--- src/rtl/kpn_adder_node.sv ---
// kpn_adder_node: KPN process node between FIFO stages. It pops one token from each of two
// upstream FIFOs (A, B), adds them and pushes the sum into one downstream FIFO. It uses Kahn
// blocking-read / blocking-write semantics: it never pops an empty FIFO and never pushes a full one.
//
// Build option: define KPN_ADDER_SATURATE_EN to clamp a sum that carries out to all ones.
// Without it, the low BITS_NUMBER bits are written (modular wrap). In both builds a carry sets
// o_overflow.
//
// Ports:
//   i_clk, i_reset        clock; synchronous active-high reset
//   i_empty_a, i_data_a   FIFO A empty flag and registered output
//   o_rd_a                FIFO A read strobe (one-cycle pulse)
//   i_empty_b, i_data_b   FIFO B empty flag and registered output
//   o_rd_b                FIFO B read strobe (one-cycle pulse)
//   i_full_out            downstream FIFO full flag
//   o_wr_out, o_data_out  downstream write strobe (one-cycle pulse) and write data
//   o_busy                high whenever the FSM is not idle
//   o_token_count         number of sums written since reset (wraps)
//   o_overflow            sticky: some addition produced a carry out
module kpn_adder_node #(
  parameter int unsigned BITS_NUMBER = 16,
  parameter int unsigned COUNT_BITS  = 16
) (
  input  logic                   i_clk,
  input  logic                   i_reset,
  input  logic                   i_empty_a,
  input  logic [BITS_NUMBER-1:0] i_data_a,
  output logic                   o_rd_a,
  input  logic                   i_empty_b,
  input  logic [BITS_NUMBER-1:0] i_data_b,
  output logic                   o_rd_b,
  input  logic                   i_full_out,
  output logic                   o_wr_out,
  output logic [BITS_NUMBER-1:0] o_data_out,
  output logic                   o_busy,
  output logic [COUNT_BITS-1:0]  o_token_count,
  output logic                   o_overflow
);

  typedef enum logic [1:0] {StIdle, StPop, StLatch, StPush} state_e;

  state_e r_state;
  state_e w_state_next;

  logic                   r_rd;
  logic                   r_wr;
  logic                   r_busy;
  logic [BITS_NUMBER-1:0] r_data_out;
  logic [COUNT_BITS-1:0]  r_token_count;
  logic                   r_overflow;

  logic                   w_rd_next;
  logic                   w_wr_next;
  logic                   w_busy_next;
  logic [BITS_NUMBER-1:0] w_data_out_next;
  logic [COUNT_BITS-1:0]  w_token_count_next;
  logic                   w_overflow_next;

  logic [BITS_NUMBER:0]   w_sum;
  logic                   w_carry;
  logic [BITS_NUMBER-1:0] w_result;

  // State register
  always_ff @(posedge i_clk) begin
    if (i_reset) begin
      r_state <= StIdle;
    end else begin
      r_state <= w_state_next;
    end
  end

  // Next-state logic
  always_comb begin
    w_state_next = r_state;
    unique case (r_state)
      StIdle: begin
        if (!i_empty_a && !i_empty_b && !i_full_out) begin
          w_state_next = StPop;
        end
      end
      StPop:   w_state_next = StLatch;
      StLatch: w_state_next = StPush;
      StPush:  w_state_next = StIdle;
      default: w_state_next = StIdle;
    endcase
  end

  // Unsigned add with one extra bit for the carry. The FIFO outputs are valid in the LATCH cycle
  // because the read pulse in POP updated them at its closing edge.
  assign w_sum   = {1'b0, i_data_a} + {1'b0, i_data_b};
  assign w_carry = w_sum[BITS_NUMBER];

`ifdef KPN_ADDER_SATURATE_EN
  assign w_result = w_carry ? {BITS_NUMBER{1'b1}} : w_sum[BITS_NUMBER-1:0];
`else
  assign w_result = w_sum[BITS_NUMBER-1:0];
`endif

  // Output logic: outputs are decoded from the next state so every output is a register. The
  // LATCH -> PUSH edge loads the sum, count and overflow, so they are valid with the wr_out pulse.
  always_comb begin
    w_rd_next          = (w_state_next == StPop);
    w_wr_next          = (w_state_next == StPush);
    w_busy_next        = (w_state_next != StIdle);
    w_data_out_next    = r_data_out;
    w_token_count_next = r_token_count;
    w_overflow_next    = r_overflow;
    if (r_state == StLatch) begin
      w_data_out_next    = w_result;
      w_token_count_next = r_token_count + COUNT_BITS'(1);
      w_overflow_next    = r_overflow | w_carry;
    end
  end

  // Output registers
  always_ff @(posedge i_clk) begin
    if (i_reset) begin
      r_rd          <= 1'b0;
      r_wr          <= 1'b0;
      r_busy        <= 1'b0;
      r_data_out    <= '0;
      r_token_count <= '0;
      r_overflow    <= 1'b0;
    end else begin
      r_rd          <= w_rd_next;
      r_wr          <= w_wr_next;
      r_busy        <= w_busy_next;
      r_data_out    <= w_data_out_next;
      r_token_count <= w_token_count_next;
      r_overflow    <= w_overflow_next;
    end
  end

  // A single read strobe drives both FIFOs, so they are always popped together.
  assign o_rd_a        = r_rd;
  assign o_rd_b        = r_rd;
  assign o_wr_out      = r_wr;
  assign o_busy        = r_busy;
  assign o_data_out    = r_data_out;
  assign o_token_count = r_token_count;
  assign o_overflow    = r_overflow;

endmodule

--- config.mk ---
export PLATFORM = sky130hd
export DESIGN_NAME = kpn_adder_node
export DESIGN_NICKNAME = d
export VERILOG_FILES = /design/src/rtl/kpn_adder_node.sv
export SDC_FILE = /design/constraint.sdc
export NUM_CORES = 1
export LEC_CHECK = 0
export CAP_MARGIN = 40
export CORE_MARGIN = 3
export CORE_UTILIZATION = 46
export CTS_CLUSTER_DIAMETER = 150
export DETAILED_ROUTE_END_ITERATION = 10
export PLACE_DENSITY = 0.89
export SYNTH_ARGS = -nofsm -noshare
export SYNTH_HDL_FRONTEND = slang
export SYNTH_SLANG_ARGS = --single-unit
--- constraint.sdc ---
create_clock -name i_clk -period 3.1 [get_ports i_clk]
set_input_delay 0.62 -clock i_clk [delete_from_list [all_inputs] [get_ports i_clk]]
set_output_delay 0.62 -clock i_clk [all_outputs]
set_load 0.1 [all_outputs]
==> results.sh <==
export IMPL_crit_required_ns=3.26
export IMPL_cts_clk_slew_worst_paths_ns=0.08
export IMPL_finalNetCount=397
export IMPL_synth_most_common_cell="dfxtp_1"
export IMPL_synth_cell_types=46
export IMPL_clock_fmax_mhz=335.6
export IMPL_crit_type="in2reg"
export IMPL_hold_viol_final=0
export IMPL_root_buffer="clkbuf_8"
export IMPL_portBuffers=73
export IMPL_outcome="finished, final reports clean"
export IMPL_gp_congestion=0.8429
export IMPL_drt_initial_drc_count=85
export IMPL_ys_warn_count=0
export IMPL_yosys_area_top_type="dfxtp_1"
export IMPL_cts_resized=0
export IMPL_powerDensity_nw_per_um2=696.8
export IMPL_min_path_type="reg2reg"
export IMPL_initial_utilization=0.4981
export IMPL_layout_area_seq_um2=760.7
export IMPL_n_antenna_cell=0
export IMPL_io_pins=74
export IMPL_grt_max_degree=51
export IMPL_wirelength_um=5335
export IMPL_crit_slowest_cell="fa_1"
export IMPL_synth_area_leaders="dfxtp_1 34%, ha_1 11%, nor2_1 4.5%, nand2_1 4.3%, a21oi_1 4.2%"
export IMPL_ant_nets=0
export IMPL_htree_levels=2
export IMPL_grt_pass1_vias=1961
export IMPL_hold_buffers=0
export IMPL_syn_to_final_growth_pct=36.57
export IMPL_multiInputGateArea_um2=1421
export IMPL_die_h_um=76.07
export IMPL_synth_seq_cells=38
export IMPL_first_pass_iters=4
export IMPL_fill_cells=374
export IMPL_crit_start="i_data_a[0]"
export IMPL_via_per_inst=5.323
export IMPL_cp_top_family="compound AO/OA/AOI/OAI gates"
export IMPL_rows=24
export IMPL_worst_pin_slew_ns=0.5843
export IMPL_synth_area_per_cell_um2=8.490
export IMPL_core_area_um2=4534
export IMPL_cts_tree="done"
export IMPL_cp_arrival_ns=3.14
export IMPL_drv_slew=0
export IMPL_end_kind="register"
export IMPL_fp_dieW_um=76.07
export IMPL_fin_crit_ns=2.980
export IMPL_fin_skew_ns=0.006165
export IMPL_setup_viol_count_final=0
export IMPL_post_route_drc_count=0
export IMPL_min_period_over_period=0.9613
export IMPL_routedWlPerCell_um=13.14
export IMPL_setup_ws_ns=0.1198
export IMPL_yosysSeqAreaShare=0.3368
export IMPL_cp_cell_sequence="clkdlybuf4s50_1 > ha_1 > fa_1 > a211oi_2 > o21bai_1 > a311oi_2 > o22ai_1 > mux2i_1 > or3_1"
export IMPL_synth_flop_cell="dfxtp_1"
export IMPL_syn_cell_area_um2=2258
export IMPL_cts_inserted_buffers=5
export IMPL_cts_sinks=38
export IMPL_finalPower_uw=2149
export IMPL_worst_path_buf_inv=1
export IMPL_start_kind="input port"
export IMPL_postLayoutCellArea_um2=3084
export IMPL_preCtsSetupSlack_ns=-0.1624
export IMPL_rsz0062_at_grt="false"
export IMPL_ys_async_sr_fraction=0
export IMPL_placed_area_um2=2989
export IMPL_antenna_found_initial=0
export IMPL_ir_worst_vdd_v=0.0006194
export IMPL_hpwl_um=4109
export IMPL_r2r_start="r_state[0]$_SDFF_PP0_"
export IMPL_postCtsSetupBuffers=0
export IMPL_drv_cap=0
export IMPL_synth_edf_count=0
export IMPL_synth_common_cells="38 x dfxtp_1, 27 x nor2_1, 26 x nand2_1"
export IMPL_drive_gt1_frac=0.1848
export IMPL_critPathMaxFanout=3
export IMPL_vias=2161
export IMPL_max_slew_margin_rel=0.6105
export IMPL_min_from="o_data_out[15]$_SDFFE_PP0P_"
export IMPL_grt_ovfl_total=0
export IMPL_grt_usage=0.1807
export IMPL_p_leak_uw=0.001289
export IMPL_cts_buffer_depth=2
export IMPL_dieArea_um2=5787
export IMPL_grt_pass1_wl_um=8983
export IMPL_synth_top_area_share=0.3368
export IMPL_syn_instance_count=266
export IMPL_clk_latency_ns=0.28
export IMPL_synth_nets=323
export IMPL_max_stage_delay_ns=0.44
[through the flow]
stage / util / cells / hold WS [ns] / setup TNS [ns]
floorplan: - / 266 / 0.5382 / 0
global placement: 0.6592 / 398 / 0.4655 / -0.1641
detailed placement: 0.6592 / 398 / 0.4741 / -0.3064
CTS: 0.6802 / 406 / 0.4967 / 0
global route: 0.6802 / 406 / 0.5177 / 0
finish: 0.6802 / 406 / 0.5003 / 0
[worst min-delay path, cell delays in order, from the launching register on]
cell	delay [ns]
dfxtp_1	0.32
nand2b_1	0.06
o21ai_0	0.07
[cells in the final DEF (no fill, tap or decap), types with 2 or more instances in the layout]
master,Yosys,routed
nor4_1,2,2
mux2i_1,9,9
nand2_1,26,26
or3_1,12,12
nor2_1,27,27
or2_2,2,2
buf_4,1,43
inv_1,6,6
o21bai_1,2,2
or3b_2,2,2
o21ai_1,3,3
nand4_1,5,5
a31oi_1,2,2
a21oi_1,19,19
o22ai_1,2,2
o21a_1,3,3
o21ai_0,16,16
dfxtp_1,38,38
nor3b_1,9,9
xnor2_1,8,8
nor3_1,6,6
a211oi_2,2,2
nor4bb_1,2,2
clkdlybuf4s50_1,0,36
and3_1,2,2
xor2_1,7,7
ha_1,19,19
nor2b_1,4,4
clkbuf_8,0,6
a21o_1,3,3
[state kept, by name, indices dropped and copies added, names as in the netlist]
signal and flops:
o_data_out 16, o_busy 1, o_token_count 16, o_overflow 1, o_rd_a 1, o_wr_out 1, r_state 2
[logic make-up (layout without fill, tap and decap cells)]
logic type | Yosys count | after routing | share of synthesized area
compound gates | 57 | 57 | 0.1551
xor+xnor | 15 | 15 | 0.05817
fa+ha+maj | 20 | 20 | 0.1141
buf+inv | 19 | 94 | 0.03379
flops | 38 | 38 | 0.3368
mux | 9 | 9 | 0.03989
simple gates | 108 | 108 | 0.2620
[where the power goes]
| group | switching, uW | internal [uW] | total, uW |
|---|---|---|---|
| clock network | 172 | 179 | 351 |
| registers | 48.6 | 575 | 624 |
| logic | 845 | 330 | 1170 |
[layer usage]
| metal | track usage | vias to the layer above | wire length [um] |
|---|---|---|---|
| li1 | - | 1100 | - |
| met1 | 0.2324 | 987 | 2377 |
| met2 | 0.3032 | 70 | 2566 |
| met3 | 0.04255 | 4 | 333 |
| met4 | 0.04891 | 0 | 58 |
| met5 | 0 | - | 0 |
[worst paths after layout]
kind | slack, ns | cells past startpoint | end
max | 0.12 | 9 | o_data_out[14]$_SDFFE_PP0P_
min reg2reg | 0.50 | 2 | o_data_out[15]$_SDFFE_PP0P_
max reg2reg | 0.86 | 6 | o_token_count[15]$_SDFFE_PP0P_
min | 0.50 | 2 | o_data_out[15]$_SDFFE_PP0P_
[cell type report]
| type | instances | area share |
|---|---|---|
| Clock buffer | 6 | 0.02677 |
| Clock inverter | 2 | 0.004057 |
| Inverter | 6 | 0.007302 |
| Multi-Input combinational cell | 209 | 0.4609 |
| Sequential cell | 38 | 0.2467 |
| Tap cell | 65 | 0.02637 |
| Timing Repair Buffer | 80 | 0.2280 |
Note: power is estimated with default switching activity, not from simulation.
